===== config.mk =====
export PLATFORM = sky130hd
export DESIGN_NAME = inert_spi_seq_flat
export DESIGN_NICKNAME = d
export VERILOG_FILES = /design/src/rtl/inert_spi_seq_if.sv /design/src/rtl/inert_spi_seq.sv /design/src/flat_wrapper.sv
export SDC_FILE = /design/constraint.sdc
export NUM_CORES = 1
export LEC_CHECK = 0
export ABC_CLOCK_PERIOD_IN_PS = 1700
export BUFFER_PORTS_ARGS = -buffer_cell sky130_fd_sc_hd__buf_2
export CAP_MARGIN = 20
export CORE_ASPECT_RATIO = 1.1
export CORE_MARGIN = 3
export CORE_UTILIZATION = 53
export CTS_BUF_LIST = sky130_fd_sc_hd__clkbuf_8
export CTS_CLUSTER_DIAMETER = 40
export DETAILED_ROUTE_END_ITERATION = 8
export PLACE_DENSITY = 0.89
export SYNTH_ARGS = -nofsm -noshare
export SYNTH_HDL_FRONTEND = slang
export SYNTH_SLANG_ARGS = --single-unit

===== constraint.sdc =====
create_clock -name clk -period 1.7 [get_ports clk]
set_input_delay 0 -clock clk [delete_from_list [all_inputs] [get_ports clk]]
set_output_delay 0 -clock clk [all_outputs]
set_load 0.05 [all_outputs]

===== src/rtl/inert_spi_seq_if.sv =====
// inert_spi_seq_if: sequencer <-> SPI monarch and sample output bundle.
// master is the sequencer side, slave is the SPI/sensor/filter side.
interface inert_spi_seq_if;
    logic        INT;
    logic        done;
    logic [15:0] resp;
    logic        snd;
    logic [15:0] cmd;
    logic [15:0] yaw_rt;
    logic [15:0] az;
    logic        vld;

    modport master (
        input  INT, done, resp,
        output snd, cmd, yaw_rt, az, vld
    );

    modport slave (
        output INT, done, resp,
        input  snd, cmd, yaw_rt, az, vld
    );
endinterface


===== src/rtl/inert_spi_seq.sv =====
// inert_spi_seq: configures the 6-axis sensor after power-up, then on each
// data-ready reads yaw rate and Z accel over SPI and presents 16-bit samples.
module inert_spi_seq #(
    parameter int INIT_BITS = 16
) (
    input logic             clk,
    input logic             rst_n,
    inert_spi_seq_if.master bus
);
    typedef enum logic [2:0] {
        INIT_WAIT,
        CFG_SEND,
        CFG_WAIT,
        WAIT_INT,
        RD_SEND,
        RD_WAIT,
        VALID
    } state_t;

    state_t               state;
    logic [INIT_BITS-1:0] timer;
    logic [1:0]           idx;
    logic [1:0]           int_sync;
    logic                 done_q;
    logic                 done_rise;
    logic [7:0]           hold [4];
    logic                 unused_resp_hi;

    // A done left high from the previous transfer must not count again.
    assign done_rise      = bus.done & ~done_q;
    assign unused_resp_hi = ^bus.resp[15:8];

    function automatic logic [15:0] cfg_word(input logic [1:0] i);
        logic [15:0] w;
        unique case (i)
            2'd0: w = 16'h0D02;
            2'd1: w = 16'h1053;
            2'd2: w = 16'h1150;
            2'd3: w = 16'h1460;
        endcase
        return w;
    endfunction

    function automatic logic [15:0] rd_word(input logic [1:0] i);
        logic [15:0] w;
        unique case (i)
            2'd0: w = 16'hA600;
            2'd1: w = 16'hA700;
            2'd2: w = 16'hAC00;
            2'd3: w = 16'hAD00;
        endcase
        return w;
    endfunction

    always_ff @(posedge clk or negedge rst_n) begin
        if (!rst_n) begin
            state      <= INIT_WAIT;
            timer      <= '0;
            idx        <= '0;
            int_sync   <= '0;
            done_q     <= 1'b0;
            bus.snd    <= 1'b0;
            bus.vld    <= 1'b0;
            bus.cmd    <= '0;
            bus.yaw_rt <= '0;
            bus.az     <= '0;
            for (int i = 0; i < 4; i++) hold[i] <= '0;
        end else begin
            int_sync <= {int_sync[0], bus.INT};
            done_q   <= bus.done;
            bus.snd  <= 1'b0;
            bus.vld  <= 1'b0;
            unique case (state)
                INIT_WAIT: begin
                    // Timer stops at all-ones so it can never re-trigger.
                    if (&timer) begin
                        state <= CFG_SEND;
                        idx   <= '0;
                    end else begin
                        timer <= timer + 1'b1;
                    end
                end
                CFG_SEND: begin
                    bus.cmd <= cfg_word(idx);
                    bus.snd <= 1'b1;
                    state   <= CFG_WAIT;
                end
                CFG_WAIT: begin
                    if (done_rise) begin
                        if (idx == 2'd3) begin
                            state <= WAIT_INT;
                            idx   <= '0;
                        end else begin
                            idx   <= idx + 1'b1;
                            state <= CFG_SEND;
                        end
                    end
                end
                WAIT_INT: begin
                    if (int_sync[1]) state <= RD_SEND;
                end
                RD_SEND: begin
                    bus.cmd <= rd_word(idx);
                    bus.snd <= 1'b1;
                    state   <= RD_WAIT;
                end
                RD_WAIT: begin
                    if (done_rise) begin
                        hold[idx] <= bus.resp[7:0];
                        if (idx == 2'd3) begin
                            state <= VALID;
                            idx   <= '0;
                        end else begin
                            idx   <= idx + 1'b1;
                            state <= RD_SEND;
                        end
                    end
                end
                VALID: begin
                    bus.yaw_rt <= {hold[1], hold[0]};
                    bus.az     <= {hold[3], hold[2]};
                    bus.vld    <= 1'b1;
                    state      <= WAIT_INT;
                end
                default: state <= INIT_WAIT;
            endcase
        end
    end
endmodule

===== src/flat_wrapper.sv =====
// flat-port wrapper written by rule: the top's interface ports become plain ports
module inert_spi_seq_flat 
#(
    parameter int INIT_BITS = 16
)
  (clk, rst_n, bus_INT, bus_done, bus_resp, bus_snd, bus_cmd, bus_yaw_rt, bus_az, bus_vld);
  inert_spi_seq_if bus_i ();
  input logic clk;
  input logic rst_n;
  input wire logic [$bits(bus_i.INT)-1:0] bus_INT;
  input wire logic [$bits(bus_i.done)-1:0] bus_done;
  input wire logic [$bits(bus_i.resp)-1:0] bus_resp;
  output wire logic [$bits(bus_i.snd)-1:0] bus_snd;
  output wire logic [$bits(bus_i.cmd)-1:0] bus_cmd;
  output wire logic [$bits(bus_i.yaw_rt)-1:0] bus_yaw_rt;
  output wire logic [$bits(bus_i.az)-1:0] bus_az;
  output wire logic [$bits(bus_i.vld)-1:0] bus_vld;
  assign bus_i.INT = bus_INT;
  assign bus_i.done = bus_done;
  assign bus_i.resp = bus_resp;
  assign bus_snd = bus_i.snd;
  assign bus_cmd = bus_i.cmd;
  assign bus_yaw_rt = bus_i.yaw_rt;
  assign bus_az = bus_i.az;
  assign bus_vld = bus_i.vld;
  inert_spi_seq #(.INIT_BITS(INIT_BITS)) u_core (.clk(clk), .rst_n(rst_n), .bus(bus_i));
endmodule

==> qor.txt <==
Core area -> 7680 um2
DR WL/cell -> 16.22 um
Die height -> 100.4 um
Synth Area in Simple Gates -> 8.559%
Most frequent cells in the layout -> 100 x dfrtp_1, 66 x mux2_2, 56 x buf_2, 29 x buf_4, 18 x nand2_1
Max-Cap Viols -> 0
Post-Route WL -> 8759 um
Grt met1 use -> 25.98%
Met3 GRT Util -> 5.922%
GR Layer Usage met2 -> 34.72%
Final critical-path required period -> 1.632 ns
Crit Path Category -> reg -> reg
Root buf cell -> clkbuf_8
Yosys reg bits -> 100
Post-synth cell types -> 40
Vias per inst -> 5.493
Final hold slack -> 0.1521 ns
GP Congestion -> 0.8497
Setup violators final -> 0
YS warnings -> 0
Largest family of logic cells by synthesized area -> multiplexers
Worst min path class -> in -> async
Critical Path RT -> 1.99 ns
Final Power -> 0.009026 W
P&R area growth vs syn -> 21.08%
Initial antenna violation count -> 0
Most common cell after layout, fill and taps aside -> dfrtp_1
DIE AREA -> 9227 um2
CTS tree -> yes
DRT antenna net count -> 0
XOR/XNOR Fraction of Synth Area -> 2.649%
Worst slew pin tran -> 0.5165 ns
Hold Violations, Final -> 0
Post-Layout Cell Count -> 540
Leakage -> 2.726 nW
CTS clock-pin slew for the worst setup and hold paths -> 0.10 ns
FILL cells -> 581
Status -> finished, final reports clean
DP Cell Count -> 510
Ratio of cells with drive above 1 in the final layout -> 41.15%
CP Launch Type -> flip-flop
Final core utilization -> 67.76%
Fmax achieved -> 0.6128 GHz
Sequential share of the synthesized area -> 58.22%
Fin. max-slew vios -> 0
GRT Max-Usage Layer -> met2
N_diodes -> 0
Gate count after technology mapping -> 335
Main synth FF type -> dfrtp_1
Worst-path fanout max -> 3
Number of nets in the layout -> 457
Clk buf depth -> 2
Post-Synth Adder-Cell Area -> 2.038%
Slew headroom -> 65.57%
Cell Pwr Density -> 1735 nW/um2
Largest net degree at the start of global routing -> 40
Final period util -> 95.99%
Overflow after GRT -> 0
Num CTS Buffers -> 9
Async SR Flop Fraction -> 100.0%
Sink Count -> 100
CP arrival -> 1.92 ns
Mapped cell area -> 4298 um2
Crit path capture type -> flip-flop
Die width -> 91.86 um
DR pass1 iterations -> 4
Via Count -> 2,966
Unrepaired setup endpoints after global routing -> true
Htree depth -> 3
First-pass GRT wire length -> 15,040 um
Fraction of synthesized area in multiplexers -> 17.53%
Number of synthesized flops with an enable pin -> 0
IR Drop Worst-Case VDD -> 1.159 mV
GRT Total Usage -> 20.59%
Port bufs -> 57
Dpl hpwl -> 6129 um
Skew-Pair Late Insertion Delay -> 0.37 ns
Post-synthesis compound-gate area fraction -> 7.831%
Vias in the first global route -> 3,087
# IOs -> 70
Std cell rows -> 33
Initial DRC Count -> 122
Mapped Avg Cell Area -> 12.83 um2
Final Skew -> 0.01270 ns
Post-route DRC -> 0
Initial Util -> 55.96%
flip-flops by register name (all words and copies together), names as in the netlist, 2 cells and up:
signal,cells
u_core.idx,2
u_core.hold,32
u_core.bus.az,16
u_core.state,3
u_core.bus.cmd,10
u_core.timer,16
u_core.int_sync,2
u_core.bus.yaw_rt,16
critical path: stages, from the launching register on:
cell	delay [ns]
dfrtp_1	0.39
or3_4	0.41
or3_4	0.36
nor4b_4	0.23
xor2_1	0.17
area by class of cell:
type                            count  area [um2]  share of cell area (%)
Clock buffer                       10       137.6                   2.645
Clock inverter                      6       51.30                  0.9858
Inverter                            9       33.78                  0.6492
Multi-Input combinational cell    212        1699                   32.65
Sequential cell                   100        2502                   48.09
Tap cell                          105       131.4                   2.525
Timing Repair Buffer               98       648.1                   12.45
where the power goes:
group / total (W) / internal [W] / switching (W) / leakage, nW
sequential: 0.00355 / 0.00309 / 0.000461 / 1.35
combinational: 0.00402 / 0.00139 / 0.00264 / 1.28
clock: 0.00145 / 0.000602 / 0.000851 / 0.100
cell usage after synthesis (3+ instances only):
cell        n  share of area [%]
a211oi_1    4               0.70
a21oi_1    17                2.0
a22o_1      8                1.6
and3_1      4               0.58
buf_2       4               0.47
buf_4       6                1.0
clkbuf_1    5               0.44
dfrtp_1   100                 58
ha_1        7                2.0
inv_1       9               0.79
mux2_2     66                 17
nand2_1    18                1.6
nand3_1     5               0.58
nand4_1     6               0.87
nor2_1     15                1.3
nor2b_1     3               0.44
nor3_1      4               0.47
o21ai_0    11                1.3
or3_1       3               0.44
xnor2_1     3               0.61
xor2_1     10                2.0
metrics by stage:
step | area, um2 | setup TNS (ns) | setup WS [ns]
floorplan | 4314 | 0 | 0.0003717
global placement | 4862 | 0 | 0.03965
detailed placement | 4862 | 0 | 0.02860
CTS | 5169 | 0 | 0.006361
global route | 5204 | -0.01809 | -0.01809
finish | 5204 | 0 | 0.06809
cells by family after synthesis:
logic type | count (synthesis)
DFF | 100
AOI/OAI and AO/OA | 52
buffers and inverters | 26
xor gates and xnor gates | 13
and+or+nand+nor | 69
muxes | 67
adders and majority gates | 7
other | 1
per-layer routing:
metal  vias to the layer above  share of wire, %
li1                       1381                 -
met1                      1486                43
met2                        84                50
met3                        15               5.2
met4                         0               1.5
met5                         -                 0
what timing repair did:
action | in CTS | in global routing
pin swaps | 0 | 6
setup buffers | 1 | 2
endpoints found under the hold margin | 84 | 0
resized for setup | 0 | 4
cloned | 0 | 0
setup endpoints to repair | 1 | 34
hold buffers | 11 | 0
path summary, 6_finish.rpt:
check,start,to,slack [ns],cells after the start
max in group asynchronous,rst_n,u_core.bus.az[8],0.96,3
hold reg to reg,u_core.int_sync[0],u_core.int_sync[1],0.38,0
min in group clk,bus_INT,u_core.int_sync[0],0.29,2
setup reg to reg,u_core.state[0],u_core.timer[14],0.07,4
hold / removal,rst_n,u_core.timer[10],0.15,2
setup / recovery,u_core.state[0],u_core.timer[14],0.07,4
Power figures use the tool's default switching activity.
